===== config.mk =====
export PLATFORM = sky130hd
export DESIGN_NAME = brew_arbiter_flat
export DESIGN_NICKNAME = d
export VERILOG_FILES = /design/src/rtl/brew_arbiter_if.sv /design/src/rtl/brew_arbiter.sv /design/src/flat_wrapper.sv
export SDC_FILE = /design/constraint.sdc
export NUM_CORES = 1
export LEC_CHECK = 0
export ABC_CLOCK_PERIOD_IN_PS = 2570
export CORE_UTILIZATION = 40
export CTS_BUF_LIST = sky130_fd_sc_hd__clkbuf_16
export DETAILED_ROUTE_END_ITERATION = 10
export GPL_ROUTABILITY_DRIVEN = 1
export GPL_TIMING_DRIVEN = 0
export HOLD_SLACK_MARGIN = 0.12
export PLACE_DENSITY = 0.67
export REMOVE_ABC_BUFFERS = 1
export SYNTH_ARGS = -nofsm -noshare
export SYNTH_HDL_FRONTEND = slang
export SYNTH_SLANG_ARGS = --single-unit

===== constraint.sdc =====
create_clock -name clk -period 2.57 [get_ports clk]
set_input_delay 0.257 -clock clk [delete_from_list [all_inputs] [get_ports clk]]
set_output_delay 0.257 -clock clk [all_outputs]
set_load 0.02 [all_outputs]

===== src/rtl/brew_arbiter_if.sv =====
// brew_arbiter_if: station/brew-unit signal bundle for brew_arbiter
//   master: drives req0/req1/brew_ready, observes grants, pulses and status
//   slave : the arbiter side (inputs req0/req1/brew_ready, drives the rest)
interface brew_arbiter_if;
    logic       req0;
    logic       req1;
    logic       brew_ready;
    logic       gnt0;
    logic       gnt1;
    logic       done0;
    logic       done1;
    logic       brew_start;
    logic       busy;
    logic       err;
    logic [2:0] state;
    logic [3:0] cups;
    logic       empty;
    modport master (
        output req0, req1, brew_ready,
        input  gnt0, gnt1, done0, done1, brew_start, busy, err, state, cups, empty
    );
    modport slave (
        input  req0, req1, brew_ready,
        output gnt0, gnt1, done0, done1, brew_start, busy, err, state, cups, empty
    );
endinterface


===== src/rtl/brew_arbiter.sv =====
// brew_arbiter: round-robin arbiter giving two vending stations turns on one brew unit
//   clk, reset : single clock, synchronous active-high reset
//   bus.slave  : req0/req1 level requests, brew_ready completion from the brew unit;
//                gnt0/gnt1 ownership, done0/done1 and brew_start pulses,
//                busy, sticky err (brew timeout), debug state, cups/empty inventory
//   Macro CUP_COUNT_EN enables cup inventory counting and empty blocking;
//   without it cups and empty are tied to 0 and grants are never blocked.
module brew_arbiter #(
    parameter int         BREW_TIMEOUT = 16,
    parameter logic [3:0] CUPS_INIT    = 4'd15
) (
    input  logic          clk,
    input  logic          reset,
    brew_arbiter_if.slave bus
);
    typedef enum logic [2:0] {IDLE = 3'd0, START = 3'd1, BREW = 3'd2, DONE = 3'd3} state_t;
    state_t     state_q, state_d;
    logic [7:0] timer_q, timer_d;
    logic       sel_q, sel_d, last_q, last_d, err_q, err_d;
    logic       gnt0_q, gnt1_q, done0_q, done1_q, start_q, busy_q;
    logic       win, blocked;
`ifdef CUP_COUNT_EN
    logic [3:0] cups_q, cups_d;
    logic       empty_q, ok;
    // only a brew that finished via brew_ready consumes a cup
    assign ok      = state_q == BREW && bus.brew_ready;
    assign cups_d  = (ok && cups_q != 4'd0) ? cups_q - 4'd1 : cups_q;
    assign blocked = empty_q;
    always_ff @(posedge clk) begin
        if (reset) begin
            cups_q  <= CUPS_INIT;
            empty_q <= CUPS_INIT == 4'd0;
        end else begin
            cups_q  <= cups_d;
            empty_q <= cups_d == 4'd0;
        end
    end
    assign bus.cups  = cups_q;
    assign bus.empty = empty_q;
`else
    assign blocked   = 1'b0;
    assign bus.cups  = 4'd0;
    assign bus.empty = 1'b0;
`endif
    // on a tie the station not served last wins
    assign win    = (bus.req0 && bus.req1) ? ~last_q : bus.req1;
    assign last_d = state_q == DONE ? sel_q : last_q;
    always_comb begin
        state_d = IDLE;
        timer_d = timer_q;
        sel_d   = sel_q;
        err_d   = err_q;
        case (state_q)
            IDLE: begin
                if ((bus.req0 || bus.req1) && !blocked) begin
                    state_d = START;
                    sel_d   = win;
                end
            end
            START: begin
                state_d = BREW;
                timer_d = 8'd0;
            end
            BREW: begin
                timer_d = timer_q + 8'd1;
                // brew_ready on the final timer value still counts as success
                state_d = (bus.brew_ready || timer_q == 8'(BREW_TIMEOUT - 1)) ? DONE : BREW;
                err_d   = err_q || (!bus.brew_ready && timer_q == 8'(BREW_TIMEOUT - 1));
            end
            default: state_d = IDLE;
        endcase
    end
    // outputs are registered from the next state so they line up with state_q
    always_ff @(posedge clk) begin
        if (reset) begin
            state_q <= IDLE;
            timer_q <= 8'd0;
            sel_q   <= 1'b0;
            last_q  <= 1'b1;
            err_q   <= 1'b0;
            gnt0_q  <= 1'b0;
            gnt1_q  <= 1'b0;
            done0_q <= 1'b0;
            done1_q <= 1'b0;
            start_q <= 1'b0;
            busy_q  <= 1'b0;
        end else begin
            state_q <= state_d;
            timer_q <= timer_d;
            sel_q   <= sel_d;
            last_q  <= last_d;
            err_q   <= err_d;
            gnt0_q  <= state_d != IDLE && !sel_d;
            gnt1_q  <= state_d != IDLE && sel_d;
            done0_q <= state_d == DONE && !sel_d;
            done1_q <= state_d == DONE && sel_d;
            start_q <= state_d == START;
            busy_q  <= state_d != IDLE;
        end
    end
    assign bus.gnt0       = gnt0_q;
    assign bus.gnt1       = gnt1_q;
    assign bus.done0      = done0_q;
    assign bus.done1      = done1_q;
    assign bus.brew_start = start_q;
    assign bus.busy       = busy_q;
    assign bus.err        = err_q;
    assign bus.state      = state_q;
endmodule


===== src/flat_wrapper.sv =====
// flat-port wrapper written by rule: the top's interface ports become plain ports
module brew_arbiter_flat 
#(
    parameter int         BREW_TIMEOUT = 16,
    parameter logic [3:0] CUPS_INIT    = 4'd15
)
  (clk, reset, bus_req0, bus_req1, bus_brew_ready, bus_gnt0, bus_gnt1, bus_done0, bus_done1, bus_brew_start, bus_busy, bus_err, bus_state, bus_cups, bus_empty);
  brew_arbiter_if bus_i ();
  input  logic clk;
  input  logic reset;
  input wire logic [$bits(bus_i.req0)-1:0] bus_req0;
  input wire logic [$bits(bus_i.req1)-1:0] bus_req1;
  input wire logic [$bits(bus_i.brew_ready)-1:0] bus_brew_ready;
  output wire logic [$bits(bus_i.gnt0)-1:0] bus_gnt0;
  output wire logic [$bits(bus_i.gnt1)-1:0] bus_gnt1;
  output wire logic [$bits(bus_i.done0)-1:0] bus_done0;
  output wire logic [$bits(bus_i.done1)-1:0] bus_done1;
  output wire logic [$bits(bus_i.brew_start)-1:0] bus_brew_start;
  output wire logic [$bits(bus_i.busy)-1:0] bus_busy;
  output wire logic [$bits(bus_i.err)-1:0] bus_err;
  output wire logic [$bits(bus_i.state)-1:0] bus_state;
  output wire logic [$bits(bus_i.cups)-1:0] bus_cups;
  output wire logic [$bits(bus_i.empty)-1:0] bus_empty;
  assign bus_i.req0 = bus_req0;
  assign bus_i.req1 = bus_req1;
  assign bus_i.brew_ready = bus_brew_ready;
  assign bus_gnt0 = bus_i.gnt0;
  assign bus_gnt1 = bus_i.gnt1;
  assign bus_done0 = bus_i.done0;
  assign bus_done1 = bus_i.done1;
  assign bus_brew_start = bus_i.brew_start;
  assign bus_busy = bus_i.busy;
  assign bus_err = bus_i.err;
  assign bus_state = bus_i.state;
  assign bus_cups = bus_i.cups;
  assign bus_empty = bus_i.empty;
  brew_arbiter #(.BREW_TIMEOUT(BREW_TIMEOUT), .CUPS_INIT(CUPS_INIT)) u_core (.clk(clk), .reset(reset), .bus(bus_i));
endmodule

==> results.json <==
{
  "nFillCells": 202,
  "num-nets-final": 119,
  "slowest_stage": "o21ai_0",
  "clk_pin_slew_worst_paths_ps": 50,
  "rsz0062_at_grt": "no",
  "total_power_mw": 0.902,
  "cp.buffers_inverters": 2,
  "fin_worst_skew_ps": 3.19,
  "antenna_found_initial": 0,
  "min_path_type": "reg -> reg",
  "wl_met1_um": 722,
  "worst_slack_ps": 703,
  "pwr_density_cell_nw_per_um2": 860,
  "min_from": "u_core.bus.err$_SDFFE_PP0P_",
  "r2r-start": "u_core.bus.state[1]$_SDFF_PP0_",
  "core.rowCount": 16,
  "die_w_um": 47.8,
  "grt_pass1_vias": 606,
  "cts_tree": "built",
  "setup_viol_count_final": 0,
  "synth_area_per_cell_um2": 8.93,
  "maxSlewViolCount": 0,
  "worstMarginPinSlew_ps": 689,
  "syn2layout_area_growth_pct": 24.9,
  "synth_cell_types": 27,
  "grt_overflow_total": 0,
  "detailroute.wirelength.met3_um": 84,
  "path_cells": "inv_1 > ha_1 > inv_1 > o21ai_0 > a21oi_1",
  "cpMostUsedCell": "inv_1",
  "dieArea_um2": 2290,
  "fmax_mhz": 536,
  "drt_iter0_drc": 8,
  "ctsResizeCount": 0,
  "drtPass1Iterations": 3,
  "die_y_um": 47.8,
  "coreArea_um2": 1960,
  "crit_start": "u_core.bus.state[1]$_SDFF_PP0_",
  "final-seq-area_um2": 380,
  "cp_max_fo": 9,
  "p_leak_nw": 0.408,
  "clkLatencyLatePin_ps": 250,
  "diodes": 0,
  "placedInstanceArea_um2": 968,
  "drive_gt1_share_pct": 4.63,
  "io-pin-count": 20,
  "clockBufferDepth": 2,
  "wire_per_inst_um": 12.0,
  "start_util_pct": 42.8,
  "io_buffers": 13,
  "clock-sinks": 19,
  "viasPerCell": 4.90,
  "status": "complete, no violations",
  "top_layer": "met4",
  "cap_violations": 0,
  "path_class": "reg -> reg",
  "root_buffer": "clkbuf_16",
  "netlist_area_um2": 840,
  "syn_inst": 94,
  "final_cell_count_no_fill": 135,
  "cp_slowest_stage_delay_ps": 580,
  "crit_required_ps": 2670,
  "ys_top_cells_by_area": "dfxtp_1 45%, ha_1 7.5%, buf_4 5.4%, nand2_1 4.5%, a21oi_1 3.6%",
  "drc_errors": 0,
  "ys_seq_area_share_pct": 45.3,
  "irDropWorstVdd_mv": 0.565,
  "wl_met2_um": 790,
  "end_kind": "flop",
  "fin_crit_ps": 1870,
  "startpoint_type": "flop",
  "gp_congestion": 0.784,
  "post_cts_buffers": 0,
  "synth_top_area_share_pct": 45.3,
  "post-place-cells": 131,
  "synth_warnings": 0,
  "multiInputGateArea_um2": 405,
  "grt_use_total_pct": 16.4,
  "antenna_left": 0,
  "grt_max_degree": 12,
  "grt_pass1_wl_mm": 2.53,
  "vias": 662,
  "critical_path.top_delay_family": "compound AO/OA/AOI/OAI gates",
  "setup_tns_ps": 0,
  "ys_seq_elements": 19,
  "synth_area_leader_cell": "dfxtp_1",
  "wirelength_mm": 1.61,
  "cp.arrival_ps": 1970,
  "stdcell_area_um2": 1050,
  "dpl.hpwl_mm": 1.16,
  "cts_inserted_buffers": 3,
  "ctsHtreeMaxLevel": 1,
  "dp_slack_ps": 754,
  "max_slew_margin_pct": 53.6,
  "holdBufCountCts": 0,
  "hold_viol": 0,
  "post-route-period-util_pct": 72.6
}
==> sequential cells by signal, summed over array words and instances (netlist names) <==
name / flops
u_core.timer_q: 8
u_core.bus.state: 2
u_core.bus.brew_start: 1
u_core.bus.busy: 1
u_core.bus.done0: 1
u_core.bus.done1: 1
u_core.bus.err: 1
u_core.bus.gnt0: 1
u_core.bus.gnt1: 1
u_core.last_q: 1
u_core.sel_q: 1
==> tightest hold or removal path, stage by stage (launching register included) <==
cell	delay [ps]
dfxtp_1	310
nand2_1	60
o31ai_1	50
==> report_power, final <==
part           internal [mW]  total (mW)  switching [mW]
combinational         0.0985       0.243           0.144
sequential             0.329       0.346          0.0173
clock                  0.208       0.313           0.105
total                  0.635       0.902           0.267
==> Yosys cell counts <==
master / n
a211oi_1: 2
a21oi_1: 6
a32o_1: 1
a32oi_1: 1
and3b_1: 1
buf_2: 1
buf_4: 6
clkbuf_1: 1
conb_1: 1
dfxtp_1: 19
ha_1: 5
inv_1: 5
mux2i_1: 1
nand2_1: 10
nand3_1: 3
nand4_1: 4
nor2_1: 6
nor2b_1: 1
nor3_1: 3
nor4_1: 1
o211a_1: 1
o21ai_0: 5
o31ai_1: 1
or2_4: 1
or3_1: 4
or4_1: 1
xor2_1: 3
==> worst paths after layout <==
| kind | to | slack [ps] | depth (start not counted) |
|---|---|---|---|
| max reg2reg | u_core.timer_q[7]$_SDFFE_PP0P_ | 700 | 5 |
| min reg2reg | u_core.bus.err$_SDFFE_PP0P_ | 470 | 2 |
| max | u_core.timer_q[7]$_SDFFE_PP0P_ | 700 | 5 |
| min | u_core.bus.err$_SDFFE_PP0P_ | 470 | 2 |
==> placed cells by master, fill, tap and decap left out, types with 4 or more instances in the layout <==
master	count
nand2_1	10
nand4_1	4
clkdlybuf4s50_1	13
dfxtp_1	19
a21oi_1	6
inv_1	5
conb_1	6
or3_1	4
o21ai_0	5
nor2_1	6
ha_1	5
==> area by class of cell <==
type                            count  area share [%]
Clock buffer                        3            7.16
Clock inverter                      1           0.477
Inverter                            5            1.79
Multi-Input combinational cell     67            38.7
Sequential cell                    19            36.3
Tap cell                           27            3.22
Timing Repair Buffer               13            12.4
==> routing by layer <==
metal / track usage [%] / vias to the layer above
met3: 6.79 / 3
met2: 28.9 / 15
met4: 6.67 / 0
met5: 0 / -
li1: - / 343
met1: 17.2 / 301
==> kinds of logic after synthesis <==
group,synth area share [%]
flip-flops,45.3
adder cells (fa/ha/maj),7.45
buffers and inverters,8.64
AND/OR/NAND/NOR,21.2
AO/OA/AOI/OAI,12.7
other,0.447
XOR/XNOR,3.13
multiplexers,1.19
==> through the flow <==
step | hold slack (ps) | utilization [%]
after global placement | 443 | 49.4
after global routing | 479 | 53.4
after CTS | 463 | 53.4
after detailed placement | 454 | 49.4
after floorplan | 326 | -
final | 467 | 53.4
Power figures use the tool's default switching activity.
